## src/rtl/bus_cycle_pkg.sv

```systemverilog
// Shared definitions for the bus cycle sequencer: phase numbers, FSM states
// and the bounded one-hot decoder used for chip drive enables.
package bus_cycle_pkg;

  localparam logic [2:0] PH_A1 = 3'd0;
  localparam logic [2:0] PH_A2 = 3'd1;
  localparam logic [2:0] PH_A3 = 3'd2;
  localparam logic [2:0] PH_M1 = 3'd3;
  localparam logic [2:0] PH_M2 = 3'd4;
  localparam logic [2:0] PH_X1 = 3'd5;
  localparam logic [2:0] PH_X2 = 3'd6;
  localparam logic [2:0] PH_X3 = 3'd7;

  typedef enum logic {
    ST_IDLE = 1'b0,
    ST_RUN  = 1'b1
  } cycle_state_t;

  // A chip index beyond the populated range selects nobody, so the bus floats.
  function automatic logic [15:0] onehot_sel(input logic [3:0] index, input logic [4:0] limit);
    logic [15:0] v;
    v = '0;
    if ({1'b0, index} < limit) v[index] = 1'b1;
    return v;
  endfunction

endpackage

```

## src/rtl/cycle_phase_counter.sv

```systemverilog
// IDLE/RUN state machine stepping the eight bus phases; exposes the next
// phase so the top can register its decodes in step with the phase itself.
module cycle_phase_counter
  import bus_cycle_pkg::*;
(
  input  logic       clock,
  input  logic       reset,
  input  logic       i_run,
  output logic [2:0] o_phase,
  output logic       o_active,
  output logic       o_sync,
  output logic [2:0] o_nextPhase,
  output logic       o_nextActive
);

  cycle_state_t r_state;
  cycle_state_t w_stateNext;
  logic [2:0]   r_phase;
  logic [2:0]   w_phaseNext;
  logic         r_sync;

  // run is only looked at while idle or at X3, so a started cycle always finishes.
  always_comb begin
    w_stateNext = r_state;
    w_phaseNext = PH_A1;
    case (r_state)
      ST_IDLE: begin
        if (i_run) w_stateNext = ST_RUN;
      end
      ST_RUN: begin
        if (r_phase == PH_X3) begin
          w_stateNext = i_run ? ST_RUN : ST_IDLE;
        end else begin
          w_phaseNext = r_phase + 3'd1;
        end
      end
      default: w_stateNext = ST_IDLE;
    endcase
    if (reset) begin
      w_stateNext = ST_IDLE;
      w_phaseNext = PH_A1;
    end
  end

  always_ff @(posedge clock) begin
    r_state <= w_stateNext;
    r_phase <= w_phaseNext;
    r_sync  <= (w_stateNext == ST_RUN) && (w_phaseNext == PH_X3);
  end

  assign o_phase      = r_phase;
  assign o_active     = (r_state == ST_RUN);
  assign o_sync       = r_sync;
  assign o_nextPhase  = w_phaseNext;
  assign o_nextActive = (w_stateNext == ST_RUN);

endmodule

```

## src/rtl/bus_cycle_sequencer.sv

```systemverilog
// Bus cycle sequencer: phase timing, chip-select latches, command strobes and
// arbitration of the shared 4-bit data bus between CPU, ROM and RAM.
module bus_cycle_sequencer
  import bus_cycle_pkg::*;
#(
  parameter int NUM_ROMS = 2,
  parameter int NUM_RAMS = 2
) (
  input  logic                clock,
  input  logic                reset,
  input  logic                i_run,
  input  logic [3:0]          i_bus_in,
  input  logic                i_cpu_io_op,
  input  logic                i_cpu_io_read,
  input  logic                i_cpu_io_rom,
  input  logic                i_cpu_src,
  output logic [2:0]          o_phase,
  output logic                o_active,
  output logic                o_sync,
  output logic                o_cm_rom,
  output logic                o_cm_ram,
  output logic                o_cpu_drive,
  output logic [NUM_ROMS-1:0] o_rom_drive,
  output logic [NUM_RAMS-1:0] o_ram_drive,
  output logic [3:0]          o_rom_sel,
  output logic [3:0]          o_src_sel
);

  logic [2:0]          w_phase;
  logic                w_active;
  logic [2:0]          w_nextPhase;
  logic                w_nextActive;
  logic [3:0]          w_romSelNext;
  logic                w_cpuDriveNext;
  logic [NUM_ROMS-1:0] w_romDriveNext;
  logic [NUM_RAMS-1:0] w_ramDriveNext;
  logic                w_cmNext;

  logic [3:0]          r_romSel;
  logic [3:0]          r_srcSel;
  logic                r_flagSrc;
  logic                r_flagIoOp;
  logic                r_flagIoRead;
  logic                r_flagIoRom;
  logic                r_cpuDrive;
  logic [NUM_ROMS-1:0] r_romDrive;
  logic [NUM_RAMS-1:0] r_ramDrive;
  logic                r_cm;

  cycle_phase_counter u_counter (
    .clock        (clock),
    .reset        (reset),
    .i_run        (i_run),
    .o_phase      (w_phase),
    .o_active     (w_active),
    .o_sync       (o_sync),
    .o_nextPhase  (w_nextPhase),
    .o_nextActive (w_nextActive)
  );

  // M1 is decoded on the same edge that captures the high address nibble.
  assign w_romSelNext = (w_active && (w_phase == PH_A3)) ? i_bus_in : r_romSel;

  always_comb begin
    w_cpuDriveNext = 1'b0;
    w_romDriveNext = '0;
    w_ramDriveNext = '0;
    w_cmNext       = 1'b0;
    if (w_nextActive) begin
      case (w_nextPhase)
        PH_A1, PH_A2: w_cpuDriveNext = 1'b1;
        PH_A3: begin
          w_cpuDriveNext = 1'b1;
          w_cmNext       = 1'b1;
        end
        PH_M1: w_romDriveNext = NUM_ROMS'(onehot_sel(w_romSelNext, 5'(NUM_ROMS)));
        PH_M2: begin
          w_romDriveNext = NUM_ROMS'(onehot_sel(w_romSelNext, 5'(NUM_ROMS)));
          w_cmNext       = i_cpu_io_op;
        end
        PH_X2: begin
          if (r_flagSrc) begin
            w_cpuDriveNext = 1'b1;
            w_cmNext       = 1'b1;
          end else if (r_flagIoOp && r_flagIoRead && r_flagIoRom) begin
            w_romDriveNext = NUM_ROMS'(onehot_sel(r_srcSel, 5'(NUM_ROMS)));
          end else if (r_flagIoOp && r_flagIoRead) begin
            w_ramDriveNext = NUM_RAMS'(onehot_sel({2'b00, r_srcSel[3:2]}, 5'(NUM_RAMS)));
          end else if (r_flagIoOp) begin
            w_cpuDriveNext = 1'b1;
          end
        end
        PH_X3: w_cpuDriveNext = r_flagSrc;
        default: w_cpuDriveNext = 1'b0;
      endcase
    end
  end

  always_ff @(posedge clock) begin
    if (reset) begin
      r_romSel     <= 4'h0;
      r_srcSel     <= 4'h0;
      r_flagSrc    <= 1'b0;
      r_flagIoOp   <= 1'b0;
      r_flagIoRead <= 1'b0;
      r_flagIoRom  <= 1'b0;
      r_cpuDrive   <= 1'b0;
      r_romDrive   <= '0;
      r_ramDrive   <= '0;
      r_cm         <= 1'b0;
    end else begin
      r_romSel <= w_romSelNext;
      if (w_active && (w_phase == PH_X2) && r_flagSrc) r_srcSel <= i_bus_in;
      if (w_active && (w_phase == PH_M2)) begin
        r_flagSrc    <= i_cpu_src;
        r_flagIoOp   <= i_cpu_io_op;
        r_flagIoRead <= i_cpu_io_read;
        r_flagIoRom  <= i_cpu_io_rom;
      end
      r_cpuDrive <= w_cpuDriveNext;
      r_romDrive <= w_romDriveNext;
      r_ramDrive <= w_ramDriveNext;
      r_cm       <= w_cmNext;
    end
  end

  assign o_phase     = w_phase;
  assign o_active    = w_active;
  assign o_cm_rom    = r_cm;
  assign o_cm_ram    = r_cm;
  assign o_cpu_drive = r_cpuDrive;
  assign o_rom_drive = r_romDrive;
  assign o_ram_drive = r_ramDrive;
  assign o_rom_sel   = r_romSel;
  assign o_src_sel   = r_srcSel;

endmodule

```

## config.mk

```make
export PLATFORM = sky130hd
export DESIGN_NAME = bus_cycle_sequencer
export DESIGN_NICKNAME = d
export VERILOG_FILES = /design/src/rtl/bus_cycle_pkg.sv /design/src/rtl/cycle_phase_counter.sv /design/src/rtl/bus_cycle_sequencer.sv
export SDC_FILE = /design/constraint.sdc
export NUM_CORES = 1
export LEC_CHECK = 0
export ABC_AREA = 1
export CORE_AREA = 2 2 49 51
export DETAILED_ROUTE_END_ITERATION = 16
export DIE_AREA = 0 0 51 53
export DONT_BUFFER_PORTS = 1
export HOLD_SLACK_MARGIN = 0.02
export PLACE_DENSITY = 0.62
export SETUP_SLACK_MARGIN = 0.3
export SYNTH_ARGS = -nofsm -noshare
export SYNTH_HDL_FRONTEND = slang
export SYNTH_SLANG_ARGS = --single-unit
```

## constraint.sdc

```tcl
create_clock -name clock -period 1.59 [get_ports clock]
set_clock_uncertainty 0.05 [all_clocks]
set_input_delay 0.3975 -clock clock [delete_from_list [all_inputs] [get_ports clock]]
set_output_delay 0.3975 -clock clock [all_outputs]
set_load 0.03 [all_outputs]
```

==> flow_summary.yaml, run 1 <==
run_status:
  status: "finished clean"
finish:
  antenna_cells: 0
  multi_input_area_um2: 576
  drive_above_1_share_pct: 47.0
  fillCellCount: 175
  syn2layout_area_growth_pct: 34.6
  seqCellArea_um2: 490
  final_net_count: 165
timing:
  min_period_ns: 1.48
  tightestPinTransition_ns: 0.303
  relSlewSlack_pct: 79.6
  final_max_slew_viol_count: 0
  fin_crit_sh_pct: 92.8
  hold_viol: 0
  setup_tns_ns: 0
  rsz0062_at_grt: "yes"
  fmaxAchievable_mhz: 678
  finalSetupViolCount: 0
  hold_ws_ns: 0.0824
worst_setup_path:
  worst-r2r-setup-slack_ns: 0.11
  r2r_start: "u_counter.o_phase[0]"
  required_ns: 1.78
  start_kind: "flop"
  crit_type: "reg -> reg"
  r2r_end: "o_cpu_drive"
  rr_worst_depth: 7
  cp_max_fo: 4
  critPathArrivalTime_ns: 1.67
  crit_path_end_kind: "flop"
floorplan:
  core_um2: 2150
  ios: 31
  start_util_pct: 47.9
  die_h_um: 53
  die_area_um2: 2700
  die_w_um: 51
  num_rows: 17
synth:
  ys_seq_elements: 23
  synth-compound-area-share_pct: 12.6
  synth_mux_area_share_pct: 0
  synthSimpleGateAreaFrac_pct: 28.7
  yosysWarnings: 0
  syn_area_per_cell_um2: 7.98
  syn_inst: 129
  yosysSeqAreaShare_pct: 44.7
  synth_top_cell_area_share_pct: 44.7
  syn_nets: 144
  synth_top_family_by_area: "simple AND/OR/NAND/NOR gates"
  synth-adder-area-share_pct: 4.86
  synth_area_um2: 1030
  ys_top_cells_by_area: "dfxtp_1, nand2_1, a21oi_1"
  yosysTopAreaCell: "dfxtp_1"
  synth-xor-area-share_pct: 0
  ys_types: 24
detailed_routing:
  vias_per_cell: 5.33
  routed_wl_um: 2500
  ant_nets: 0
  via_count: 944
  drtIter0Drc: 25
  drt_pass1_iterations: 4
  drc_errors: 0
  wl_per_cell_um: 14.1
global_route:
  grt_pass1_vias: 907
  grt_max_degree: 13
  gr-total-overflow: 0
  track_usage_pct: 19.8
  antenna_found_initial: 0
  grt_pass1_wl_um: 3990
power:
  comb_power_share_pct: 13.0
  p_total_mw: 0.997
  clock_power_share_pct: 26.2
  vdd_drop_max_mv: 0.417
  p_per_area_nw_per_um2: 719
  p_sw_share_pct: 25.9
  p_int_mw: 0.739
  seq_power_share_pct: 60.8
  switching_power_mw: 0.258
  leakagePower_nw: 0.570
clocking:
  insertion_delay_ns: 0.30
  clockBufferDepth: 2
  cts_buffers: 3
  cts_tree: "yes"
  clock_sinks: 23
  clkSlewWorstSetupHoldPaths_ns: 0.12
  htreeDepth: 1
  cts_root_buffer: "clkbuf_4"
  cts_hold_buffers: 0
place:
  gp_congestion: 0.811
  io_buffers: 0
  place_hpwl_um: 1720
hold_path:
  hold_end: "o_rom_sel[1]"
  hold_start: "reset"
  holdPathStages: 1
  hold_path_class: "in -> reg"
flow_run:
  drv_cap: 0
## Yosys cell counts, drive strengths merged
cell	count
clkinv	1
a21oi	12
or2	1
nand3	10
nor3	2
nor2	18
nand4	4
a31oi	1
o21ai	9
o211ai	2
nand2	21
buf	3
nor4	1
dfxtp	23
ha	4
inv	17
## flip-flops by register name, indices dropped and copies added (netlist names), 2 cells and up
signal,flops
o_rom_sel,4
o_rom_drive,2
o_src_sel,4
o_ram_drive,2
u_counter.o_phase,3
## cell type report
class                           instances  share of cell area, %
Clock buffer                            4                   1.90
Inverter                               18                   5.32
Multi-Input combinational cell         85                   41.5
Sequential cell                        23                   35.4
Tap cell                               28                   2.53
Timing Repair Buffer                   19                   13.4
## critical path, cell delays in order (launching register included)
cell and delay (ns):
dfxtp_4 0.39, ha_2 0.20, ha_4 0.23, nand2_2 0.07, nand2_2 0.07, buf_4 0.13
buf_4 0.12, a31oi_2 0.15
## power groups by stage
stage                     sequential [mW]  combinational, mW  clock [mW]
after floorplan                     0.625             0.0661           0
after global placement              0.622             0.0823           0
after detailed placement            0.622             0.0830           0
after CTS                           0.606              0.115       0.272
after global routing                0.608              0.140       0.301
final                               0.606              0.129       0.261
## worst max path at each step
| stage | from | end | slack [ns] | cells after the start |
|---|---|---|---|---|
| 5_1_grt | u_counter.o_phase[0] | o_rom_drive[0] | 0.02 | 8 |
| 4_1_cts | u_counter.o_phase[0] | o_rom_drive[0] | 0.12 | 10 |
| 3_5_place_dp | u_counter.o_phase[0] | o_rom_drive[1] | 0.07 | 8 |
| 3_3_place_gp | u_counter.o_phase[0] | o_rom_drive[0] | 0.08 | 8 |
| 2_1_floorplan | u_counter.o_phase[0] | o_rom_drive[1] | 0.18 | 8 |
| 6_report | u_counter.o_phase[0] | o_cpu_drive | 0.11 | 7 |
## through the flow
stage                     utilization, %  setup WS (ns)  std cells  instance area (um2)
after CTS                           60.9          0.118        175                 1310
after global routing                64.5         0.0195        177                 1390
after global placement              53.3         0.0845        163                 1140
after detailed placement            53.3         0.0697        163                 1140
after floorplan                        -          0.182        129                 1070
final                               64.5          0.114        177                 1390
## cells in the final DEF, fill, tap and decap left out, types with 2 or more instances in the layout
cell,n
nor2_1,14
inv_1,11
o211ai_1,2
a21oi_1,10
dfxtp_4,4
clkbuf_4,3
buf_6,6
nand2_1,15
inv_2,5
o21ai_1,4
o21ai_0,4
nand2_2,5
dfxtp_1,7
a21oi_2,2
buf_4,11
nand3_2,5
nand3_1,5
nor2_4,2
ha_4,3
nand4_1,4
dfxtp_2,12
## repair_timing
action | in CTS | in global routing
pin swaps | 8 | 5
cloned | 0 | 0
resized for setup | 24 | 23
setup buffers | 8 | 2
endpoints found under the setup margin | 25 | 29
## layer usage
layer / share of wire (%) / track usage, %
met4: 2.6 / 6.76
met3: 5.9 / 4.52
met5: 0 / 0
met1: 42 / 24.4
met2: 50 / 34.0
## cells by family (layout without fill, tap and decap cells)
group | count (synthesis) | count (layout)
fa+ha+maj | 4 | 4
simple gates | 57 | 57
buf+inv | 21 | 41
compound gates | 24 | 24
flops | 23 | 23
Note: power is estimated with default switching activity, not from simulation.
==> run 2, diff against run 1 <==
--- a/config.mk
+++ b/config.mk
@@ -11,7 +11,7 @@
 export DIE_AREA = 0 0 51 53
 export DONT_BUFFER_PORTS = 1
 export HOLD_SLACK_MARGIN = 0.02
-export PLACE_DENSITY = 0.62
+export PLACE_DENSITY = 0.63
 export SETUP_SLACK_MARGIN = 0.3
 export SYNTH_ARGS = -nofsm -noshare
 export SYNTH_HDL_FRONTEND = slang
==> constraint.sdc (replaced) <==
create_clock -name clock -period 1.5 [get_ports clock]
set_clock_uncertainty 0.05 [all_clocks]
set_input_delay 0.375 -clock clock [delete_from_list [all_inputs] [get_ports clock]]
set_output_delay 0.375 -clock clock [all_outputs]
set_load 0.03 [all_outputs]
==> run 2 against run 1 <==
  * The run now ends with setup timing left
  * Die area did not move
  * Core utilization rose by 0.70 points
  * Register-to-register slack got worse by 0.15 ns
  * Sequential share of layout area rose by 0.51 points
  * Maximum frequency fell by 3.7%
  * Clock-buffer cell count did not move
  * First-iteration DRC count fell by 48%
  * Largest cell class unchanged
==> flow_summary.yaml, run 2 (same netlist as run 1, synthesis figures left out) <==
run_status:
  status: "finished with violations"
  violations: "setup timing"
clocking:
  clockBufferDepth: 2
  cts_root_buffer: "clkbuf_4"
  clock_sinks: 23
  clkSlewWorstSetupHoldPaths_ns: 0.12
  insertion_delay_ns: 0.30
  cts_buffers: 3
  cts_tree: "yes"
  cts_hold_buffers: 0
  htreeDepth: 1
floorplan:
  num_rows: 17
  start_util_pct: 47.9
  die_h_um: 53
  core_um2: 2150
  die_w_um: 51
  ios: 31
  die_area_um2: 2700
finish:
  fin_area_um2: 1400
  fin_util_pct: 65.2
  final_net_count: 166
  drive_above_1_share_pct: 50.0
  multi_input_area_um2: 578
  fillCellCount: 172
  final_cells: 178
  final_cell_mix: "nand2_1, nor2_1, inv_1"
  final_common_cell: "nand2_1"
  antenna_cells: 0
  seqCellArea_um2: 503
  syn2layout_area_growth_pct: 36.1
power:
  p_sw_share_pct: 25.9
  leakagePower_nw: 0.561
  p_per_area_nw_per_um2: 742
  vdd_drop_max_mv: 0.460
  p_int_mw: 0.770
  switching_power_mw: 0.270
  p_total_mw: 1.04
  clock_power_share_pct: 26.5
  comb_power_share_pct: 11.8
  seq_power_share_pct: 61.7
detailed_routing:
  routed_wl_um: 2530
  vias_per_cell: 5.23
  drt_pass1_iterations: 4
  drtIter0Drc: 13
  drc_errors: 0
  via_count: 931
  ant_nets: 0
  wl_per_cell_um: 14.2
worst_setup_path:
  cp_max_fo: 4
  crit_type: "reg -> reg"
  critPathArrivalTime_ns: 1.71
  start_kind: "flop"
  r2r_start: "u_counter.o_phase[0]"
  required_ns: 1.68
  crit_path_start: "u_counter.o_phase[0]"
  crit_path_end_kind: "flop"
timing:
  relSlewSlack_pct: 80.3
  setup_tns_ns: -0.0322
  tightestPinTransition_ns: 0.292
  rsz0062_at_grt: "yes"
  final_max_slew_viol_count: 0
  fmaxAchievable_mhz: 653
  finalSetupViolCount: 1
  min_period_ns: 1.53
  fin_crit_sh_pct: 102
  layout_setup_ws_ns: -0.0322
  hold_viol: 0
  hold_ws_ns: 0.0639
place:
  place_inst: 162
  gp_congestion: 0.800
  place_worst_setup_slack_ns: -0.0271
  io_buffers: 0
  place_hpwl_um: 1720
  placed_area_um2: 1140
hold_path:
  hold_path_class: "in -> reg"
  hold_start: "reset"
global_route:
  use_met3_pct: 5.37
  track_usage_pct: 20.8
  top_usage_layer: "met2"
  antenna_found_initial: 0
  use_met1_pct: 25.1
  grt_pass1_vias: 924
  grt_max_degree: 13
  met2_usage_pct: 35.5
  grt_pass1_wl_um: 4170
  gr-total-overflow: 0
flow_run:
  drv_cap: 0
[run 2: cell count changes in the layout (fill, tap and decap cells not counted), sizes merged]
cell	previous run	this run
buf	19	20
[run 2: worst max-delay path: stages (launching register included)]
cell,delay (ns)
dfxtp_4,0.39
ha_2,0.20
ha_4,0.23
nand2_1,0.10
nand2_2,0.08
buf_4,0.13
buf_4,0.12
a31oi_1,0.15
[run 2: cell type report]
| cell class | count | area share [%] |
|---|---|---|
| Clock buffer | 4 | 1.88 |
| Inverter | 18 | 5.27 |
| Multi-Input combinational cell | 85 | 41.3 |
| Sequential cell | 23 | 35.9 |
| Tap cell | 28 | 2.50 |
| Timing Repair Buffer | 20 | 13.2 |
[run 2: repair_timing]
action                     in CTS  in global routing
setup endpoints to repair      38                 34
gates resized for setup        44                 14
setup buffers                  11                  1
cloned                          0                  0
pin swaps                      10                  4
[run 2: final timing paths]
check                                     to  slack [ns]  depth (start not counted)
worst max-delay path             o_cpu_drive       -0.03                          7
worst min-delay path            o_rom_sel[3]        0.06                          1
worst max register to register   o_cpu_drive       -0.03                          7
worst min register to register    r_flagIoOp        0.43                          2
[run 2: power by group through the flow]
stage / combinational (mW) / clock (mW) / sequential, mW
after CTS: 0.111 / 0.289 / 0.648
final: 0.123 / 0.275 / 0.642
after global routing: 0.133 / 0.315 / 0.644
after floorplan: 0.0703 / 0 / 0.663
after global placement: 0.0782 / 0 / 0.664
after detailed placement: 0.0793 / 0 / 0.664
[run 2: metal layers]
layer | part of all wire (%) | up-vias | routed length [um]
li1 | - | 465 | -
met1 | 42 | 422 | 1070
met2 | 50 | 40 | 1260
met3 | 6.7 | 4 | 168
met4 | 0.91 | 0 | 23
met5 | 0 | - | 0
